==> src/rtl/mdio_apb_mc_if.sv <==
// APB3 access port of the MDIO management bridge.
// The CPU side is the master and mdio_apb_mc is the slave.
interface mdio_apb_mc_if;
  logic [15:0] paddr;
  logic        pwrite;
  logic        psel;
  logic        penable;
  logic [15:0] pwdata;
  logic [15:0] prdata;
  logic        pready;
  logic        pslverr;

  modport master (
    output paddr, pwrite, psel, penable, pwdata,
    input  prdata, pready, pslverr
  );

  modport slave (
    input  paddr, pwrite, psel, penable, pwdata,
    output prdata, pready, pslverr
  );
endinterface

==> src/rtl/mdio_apb_mc.sv <==
// APB3 slave that runs one Clause 22 or Clause 45 MDIO frame per access.
// The frame goes out on one of NBUS buses, and the result returns with a one-cycle pready pulse.
module mdio_apb_mc #(
  parameter int NBUS    = 5,
  parameter int DIV     = 1000,
  parameter int PRE_LEN = 32
) (
  input  logic            clk,
  input  logic            rst,
  mdio_apb_mc_if.slave    apb,
  output logic            mdc,
  output logic [NBUS-1:0] mdo,
  output logic [NBUS-1:0] mdt,
  input  logic [NBUS-1:0] mdi
);

  localparam int DW = $clog2(2 * DIV);

  typedef enum logic [2:0] {
    S_IDLE, S_CHECK, S_PRE, S_HDR, S_TA, S_DATA, S_DONE, S_RESP
  } state_t;

  state_t          state_q, state_d;
  logic [15:0]     addr_q, addr_d;
  logic            wr_q, wr_d;
  logic [15:0]     wdata_q, wdata_d;
  logic [31:0]     tx_q, tx_d;
  logic [15:0]     rx_q, rx_d;
  logic [DW-1:0]   div_q, div_d;
  logic [5:0]      bit_q, bit_d;
  logic            err_q, err_d;
  logic            ta_err_q, ta_err_d;
  logic            mdc_q, mdc_d;
  logic [NBUS-1:0] mdo_q, mdo_d;
  logic [NBUS-1:0] mdt_q, mdt_d;
  logic [15:0]     prdata_q, prdata_d;
  logic            pready_q, pready_d;
  logic            pslverr_q, pslverr_d;

  logic [3:0]      sel_s;
  logic            bit_end_s;
  logic            rise_s;
  logic            chk_err_s;
  logic            mdi_sel_s;
  logic [1:0]      st_s;
  logic [1:0]      op_s;
  logic            drive_s;
  logic            bit_s;

  assign sel_s     = addr_q[15:12];
  assign bit_end_s = (div_q == DW'(2 * DIV - 1));
  assign rise_s    = (div_q == DW'(DIV));
  assign chk_err_s = ({1'b0, addr_q[15:12]} >= 5'(NBUS)) ||
                     (addr_q[6] && !addr_q[0] && !wr_q);

  // State and datapath registers; reset drops any frame in flight.
  always_ff @(posedge clk or posedge rst) begin
    if (rst) begin
      state_q   <= S_IDLE;
      addr_q    <= 16'h0000;
      wr_q      <= 1'b0;
      wdata_q   <= 16'h0000;
      tx_q      <= 32'h0000_0000;
      rx_q      <= 16'h0000;
      div_q     <= '0;
      bit_q     <= 6'd0;
      err_q     <= 1'b0;
      ta_err_q  <= 1'b0;
      mdc_q     <= 1'b0;
      mdo_q     <= '0;
      mdt_q     <= '0;
      prdata_q  <= 16'h0000;
      pready_q  <= 1'b0;
      pslverr_q <= 1'b0;
    end else begin
      state_q   <= state_d;
      addr_q    <= addr_d;
      wr_q      <= wr_d;
      wdata_q   <= wdata_d;
      tx_q      <= tx_d;
      rx_q      <= rx_d;
      div_q     <= div_d;
      bit_q     <= bit_d;
      err_q     <= err_d;
      ta_err_q  <= ta_err_d;
      mdc_q     <= mdc_d;
      mdo_q     <= mdo_d;
      mdt_q     <= mdt_d;
      prdata_q  <= prdata_d;
      pready_q  <= pready_d;
      pslverr_q <= pslverr_d;
    end
  end

  // Next-state logic: sequencing of frame fields, bit timing and mdi capture.
  always_comb begin
    state_d   = state_q;
    addr_d    = addr_q;
    wr_d      = wr_q;
    wdata_d   = wdata_q;
    tx_d      = tx_q;
    rx_d      = rx_q;
    div_d     = div_q;
    bit_d     = bit_q;
    err_d     = err_q;
    ta_err_d  = ta_err_q;
    mdi_sel_s = 1'b0;
    st_s      = 2'b01;
    op_s      = 2'b00;

    for (int i = 0; i < NBUS; i++) begin
      mdi_sel_s = mdi_sel_s | (mdi[i] & (sel_s == 4'(i)));
    end

    // C45 frames use ST=00, and paddr[0] selects an address or a data opcode.
    if (addr_q[6]) begin
      st_s = 2'b00;
      op_s = !addr_q[0] ? 2'b00 : (wr_q ? 2'b01 : 2'b11);
    end else begin
      st_s = 2'b01;
      op_s = wr_q ? 2'b01 : 2'b10;
    end

    if (state_q inside {S_PRE, S_HDR, S_TA, S_DATA, S_DONE}) begin
      div_d = bit_end_s ? '0 : div_q + DW'(1);
    end else begin
      div_d = '0;
    end

    case (state_q)
      S_IDLE: begin
        if (apb.psel && apb.penable) begin
          state_d = S_CHECK;
          addr_d  = apb.paddr;
          wr_d    = apb.pwrite;
          wdata_d = apb.pwdata;
        end else begin
          state_d = S_IDLE;
        end
      end
      S_CHECK: begin
        bit_d    = 6'd0;
        rx_d     = 16'h0000;
        ta_err_d = 1'b0;
        tx_d     = {st_s, op_s, addr_q[11:7], addr_q[5:1], 2'b10,
                    wr_q ? wdata_q : 16'h0000};
        if (chk_err_s) begin
          err_d   = 1'b1;
          state_d = S_RESP;
        end else begin
          err_d   = 1'b0;
          state_d = (PRE_LEN == 0) ? S_HDR : S_PRE;
        end
      end
      S_PRE: begin
        if (bit_end_s) begin
          if (bit_q == 6'(PRE_LEN - 1)) begin
            state_d = S_HDR;
            bit_d   = 6'd0;
          end else begin
            bit_d = bit_q + 6'd1;
          end
        end else begin
          bit_d = bit_q;
        end
      end
      S_HDR: begin
        if (bit_end_s) begin
          tx_d = {tx_q[30:0], 1'b0};
          if (bit_q == 6'd13) begin
            state_d = S_TA;
            bit_d   = 6'd0;
          end else begin
            bit_d = bit_q + 6'd1;
          end
        end else begin
          bit_d = bit_q;
        end
      end
      S_TA: begin
        // A PHY that answers pulls the second TA bit low.
        if (rise_s && (bit_q == 6'd1)) begin
          ta_err_d = !wr_q && mdi_sel_s;
        end else begin
          ta_err_d = ta_err_q;
        end
        if (bit_end_s) begin
          tx_d = {tx_q[30:0], 1'b0};
          if (bit_q == 6'd1) begin
            state_d = S_DATA;
            bit_d   = 6'd0;
          end else begin
            bit_d = bit_q + 6'd1;
          end
        end else begin
          bit_d = bit_q;
        end
      end
      S_DATA: begin
        if (rise_s && !wr_q) begin
          rx_d = {rx_q[14:0], mdi_sel_s};
        end else begin
          rx_d = rx_q;
        end
        if (bit_end_s) begin
          tx_d = {tx_q[30:0], 1'b0};
          if (bit_q == 6'd15) begin
            state_d = S_DONE;
            bit_d   = 6'd0;
          end else begin
            bit_d = bit_q + 6'd1;
          end
        end else begin
          bit_d = bit_q;
        end
      end
      S_DONE: begin
        if (bit_end_s) begin
          state_d = S_RESP;
        end else begin
          state_d = S_DONE;
        end
      end
      S_RESP: begin
        state_d = S_IDLE;
      end
      default: begin
        state_d = S_IDLE;
      end
    endcase
  end

  // Output decode from next-state values so the registered pins line up with the state register.
  always_comb begin
    mdc_d     = 1'b0;
    mdo_d     = '0;
    mdt_d     = '0;
    prdata_d  = 16'h0000;
    pready_d  = 1'b0;
    pslverr_d = 1'b0;
    drive_s   = (state_d inside {S_PRE, S_HDR}) ||
                ((state_d inside {S_TA, S_DATA}) && wr_q);
    bit_s     = (state_d == S_PRE) ? 1'b1 : tx_d[31];

    if (state_d inside {S_PRE, S_HDR, S_TA, S_DATA}) begin
      mdc_d = (div_d >= DW'(DIV));
    end else begin
      mdc_d = 1'b0;
    end

    for (int i = 0; i < NBUS; i++) begin
      mdt_d[i] = drive_s && (sel_s == 4'(i));
      mdo_d[i] = drive_s && bit_s && (sel_s == 4'(i));
    end

    if (state_d == S_RESP) begin
      pready_d  = 1'b1;
      pslverr_d = err_d || ta_err_d;
      prdata_d  = (err_d || wr_q) ? 16'h0000 : rx_d;
    end else begin
      pready_d  = 1'b0;
      pslverr_d = 1'b0;
      prdata_d  = 16'h0000;
    end
  end

  assign mdc         = mdc_q;
  assign mdo         = mdo_q;
  assign mdt         = mdt_q;
  assign apb.prdata  = prdata_q;
  assign apb.pready  = pready_q;
  assign apb.pslverr = pslverr_q;

endmodule

==> src/flat_wrapper.sv <==
// flat-port wrapper written by rule: the top's interface ports become plain ports
module mdio_apb_mc_flat 
#(
  parameter int NBUS    = 5,
  parameter int DIV     = 1000,
  parameter int PRE_LEN = 32
)
  (clk, rst, mdc, mdo, mdt, mdi, apb_paddr, apb_pwrite, apb_psel, apb_penable, apb_pwdata, apb_prdata, apb_pready, apb_pslverr);
  mdio_apb_mc_if apb_i ();
  input  logic clk;
  input  logic rst;
  output logic mdc;
  output logic [NBUS-1:0] mdo;
  output logic [NBUS-1:0] mdt;
  input  logic [NBUS-1:0] mdi;
  input wire logic [$bits(apb_i.paddr)-1:0] apb_paddr;
  input wire logic [$bits(apb_i.pwrite)-1:0] apb_pwrite;
  input wire logic [$bits(apb_i.psel)-1:0] apb_psel;
  input wire logic [$bits(apb_i.penable)-1:0] apb_penable;
  input wire logic [$bits(apb_i.pwdata)-1:0] apb_pwdata;
  output wire logic [$bits(apb_i.prdata)-1:0] apb_prdata;
  output wire logic [$bits(apb_i.pready)-1:0] apb_pready;
  output wire logic [$bits(apb_i.pslverr)-1:0] apb_pslverr;
  assign apb_i.paddr = apb_paddr;
  assign apb_i.pwrite = apb_pwrite;
  assign apb_i.psel = apb_psel;
  assign apb_i.penable = apb_penable;
  assign apb_i.pwdata = apb_pwdata;
  assign apb_prdata = apb_i.prdata;
  assign apb_pready = apb_i.pready;
  assign apb_pslverr = apb_i.pslverr;
  mdio_apb_mc #(.NBUS(NBUS), .DIV(DIV), .PRE_LEN(PRE_LEN)) u_core (.clk(clk), .rst(rst), .apb(apb_i), .mdc(mdc), .mdo(mdo), .mdt(mdt), .mdi(mdi));
endmodule
==> config.mk <==
export PLATFORM = sky130hd
export DESIGN_NAME = mdio_apb_mc_flat
export DESIGN_NICKNAME = d
export VERILOG_FILES = /design/src/rtl/mdio_apb_mc_if.sv /design/src/rtl/mdio_apb_mc.sv /design/src/flat_wrapper.sv
export SDC_FILE = /design/constraint.sdc
export NUM_CORES = 1
export LEC_CHECK = 0
export CAP_MARGIN = 5
export CORE_ASPECT_RATIO = 1.5
export CORE_MARGIN = 2
export CORE_UTILIZATION = 39
export DETAILED_ROUTE_END_ITERATION = 8
export GPL_TIMING_DRIVEN = 1
export PLACE_DENSITY = 0.66
export SETUP_SLACK_MARGIN = 0.15
export SLEW_MARGIN = 20
export SYNTH_ARGS = -nofsm -noshare
export SYNTH_HDL_FRONTEND = slang
export SYNTH_SLANG_ARGS = --single-unit
==> constraint.sdc <==
create_clock -name clk -period 10.67 [get_ports clk]
set_input_delay 1.067 -clock clk [delete_from_list [all_inputs] [get_ports clk]]
set_output_delay 1.067 -clock clk [all_outputs]
set_load 0.03 [all_outputs]
==> results.json <==
{
  "syn-instance-count": 484,
  "htreeDepth": 4,
  "status": "finished, final reports clean",
  "die_height_um": 151,
  "worst_setup_path_start_kind": "input port",
  "slowest_stage": "nor2_4",
  "wire_per_inst_um": 15.4,
  "required_ns": 11.00,
  "io_buffers": 70,
  "area_growth_pct": 26.2,
  "via_per_inst": 5.43,
  "setup_violations": 0,
  "hold_path.class": "reg2reg",
  "timing.fmax_mhz": 336,
  "dp_hpwl_um": 7990,
  "fill_cells": 1258,
  "clk_latency_ns": 0.41,
  "finalWeightedCongestion": 0.857,
  "min_from": "u_core.wdata_q[0]",
  "cp_cell_sequence": "clkdlybuf4s50_1 -> nand3_1 -> nor2_4 -> or4_4 -> o2111ai_2 -> nor2b_1",
  "skew_ns": 0.00822,
  "grt_pass1_vias": 4041,
  "tns_ns": 0,
  "routed_wl_um": 11700,
  "die_area_sq_um": 15500,
  "antenna_left": 0,
  "n_antenna_cell": 0,
  "worst_pin_slew_ns": 0.947,
  "clockBufferDepth": 2,
  "drc": 0,
  "die_w_um": 102,
  "path_clk_slew_ns": 0.06,
  "cts_resized": 0,
  "crit_path_end_kind": "flip-flop",
  "fin_crit_ns": 2.97,
  "synth_ff_type": "dfrtp_1",
  "rr_worst_depth": 7,
  "syn_area_sq_um": 5640,
  "syn_avg_cell_area_sq_um": 11.7,
  "powerDensity_nw_per_um2": 242,
  "syn-num-nets": 530,
  "grt_max_degree": 74,
  "p_total_mw": 1.73,
  "hold_end": "u_core.tx_q[0]",
  "drive_above_1_share_pct": 14.3,
  "dr.pass1.iters": 6,
  "finalCritPeriodShare_pct": 27.9,
  "crit_arrival_ns": 3.30,
  "r2r_start": "u_core.div_q[0]",
  "worst_slack_ns": 7.70,
  "cts_buffers": 17,
  "vias": 4115,
  "drt_first_iter_violations": 437,
  "final_common_cell": "dfrtp_1",
  "synth_edf_count": 0,
  "async_reset_ff_share_pct": 100,
  "path_max_fanout": 35,
  "post_cts_buffers": 0,
  "leakagePower_nw": 3.22,
  "cts_tree": "done",
  "root_buffer": "clkbuf_16",
  "cp_slowest_stage_delay_ns": 0.74,
  "crit_type": "in2reg",
  "ys_warn_count": 0,
  "coreArea_sq_um": 14100,
  "final_nets": 599,
  "relSlewSlack_pct": 36.7,
  "critPathTopFamily": "simple AND/OR/NAND/NOR gates",
  "cap_violations": 0,
  "ys_types": 58,
  "ios": 71,
  "hold_violations": 0,
  "irDropWorstVdd_mv": 0.160,
  "start_util_pct": 40.1,
  "num_rows": 53,
  "yosysSeqAreaShare_pct": 58.5,
  "dp.cells": 726,
  "hold_buffers": 0,
  "slew_violations": 0,
  "reg2reg_to": "u_core.mdo[0]",
  "clock-sinks": 132,
  "antenna_found_initial": 0,
  "ys_seq_elements": 132,
  "holdPathStages": 1,
  "final_cell_mix": "dfrtp_1, clkdlybuf4s50_1, inv_1",
  "place_ws_ns": 7.20,
  "rsz0062_at_grt": "no",
  "fin_cells": 758,
  "critPathBufInv": 1,
  "grt_pass1_wl_um": 19000,
  "grt_usage_pct": 15.7,
  "grt_overflow": 0,
  "r2r_setup_slack_ns": 7.76
}
-- cell families after synthesis --
group	Yosys count	synth area share (%)
AOI/OAI and AO/OA	103	14.8
DFF	132	58.5
adders and majority gates	4	0.887
muxes	38	7.52
and+or+nand+nor	132	12.5
xor gates and xnor gates	8	1.24
buffers and inverters	67	4.57
-- synth_stat cells (3+ instances only) --
cell	number	area, sq um
buf_2	5	25.0
xnor2_1	5	43.8
mux2i_1	3	30.0
nand2b_1	3	18.8
o21ai_0	10	50.1
nand4_1	4	25.0
dfrtp_1	132	3300
a221o_1	4	40.0
mux2_2	35	394
xor2_1	3	26.3
and3_1	8	50.1
a222oi_1	25	250
a21oi_1	13	65.1
a41oi_1	3	26.3
nor2b_1	23	144
a31oi_1	6	37.5
inv_1	43	161
a22o_1	18	158
nand2_1	26	97.6
nor3b_1	4	30.0
ha_1	4	50.1
nand3_1	13	65.1
nor2_1	30	113
nor3_1	5	25.0
clkbuf_1	19	71.3
-- through the flow --
| step | area (sq um) | util (%) | hold slack (ns) |
|---|---|---|---|
| 4_1_cts | 7120 | 50.6 | 0.494 |
| 6_report | 7130 | 50.7 | 0.490 |
| 5_1_grt | 7130 | 50.7 | 0.508 |
| 2_1_floorplan | 5640 | - | 0.455 |
| 3_5_place_dp | 6530 | 46.4 | 0.485 |
| 3_3_place_gp | 6530 | 46.4 | 0.468 |
-- state kept, by name, indices dropped and copies added (netlist names), 3 cells and up --
register / count
u_core.addr_q: 16
u_core.apb.prdata: 16
u_core.bit_q: 6
u_core.div_q: 11
u_core.mdo: 5
u_core.mdt: 5
u_core.rx_q: 16
u_core.state_q: 3
u_core.tx_q: 32
u_core.wdata_q: 16
-- layout make-up --
class                           instances  area, sq um  area share (%)
Sequential cell                       132         3300            46.4
Multi-Input combinational cell        285         2100            29.4
Timing Repair Buffer                   74          731            10.3
Clock buffer                           19          443            6.22
Tap cell                              192          240            3.37
Inverter                               43          164            2.30
Clock inverter                         13          148            2.07
-- where the power goes --
part	switching (mW)	internal [mW]	leakage [nW]	total (mW)
sequential	0.108	0.627	1.73	0.735
clock	0.219	0.354	0.283	0.573
combinational	0.220	0.198	1.20	0.419
total	0.547	1.18	3.22	1.73
-- worst max path at each step --
stage,startpoint,to,slack (ns),cells after the start
finish,apb_psel,u_core.apb.prdata[8],7.70,6
global route,apb_psel,u_core.apb.prdata[0],7.50,6
CTS,apb_psel,u_core.apb.prdata[8],7.63,6
detailed placement,apb_psel,u_core.apb.prdata[8],7.20,6
global placement,apb_psel,u_core.apb.prdata[7],7.29,6
floorplan,rst,u_core.addr_q[0],6.08,1
-- routing by layer --
| layer | vias up | wire length [um] | global-route usage, % |
|---|---|---|---|
| li1 | 1903 | - | - |
| met2 | 121 | 6280 | 26.4 |
| met3 | 21 | 552 | 4.06 |
| met5 | - | 0 | 0 |
| met1 | 2070 | 4650 | 19.3 |
| met4 | 0 | 168 | 5.87 |
No activity file was read; power rests on OpenSTA's default activity.
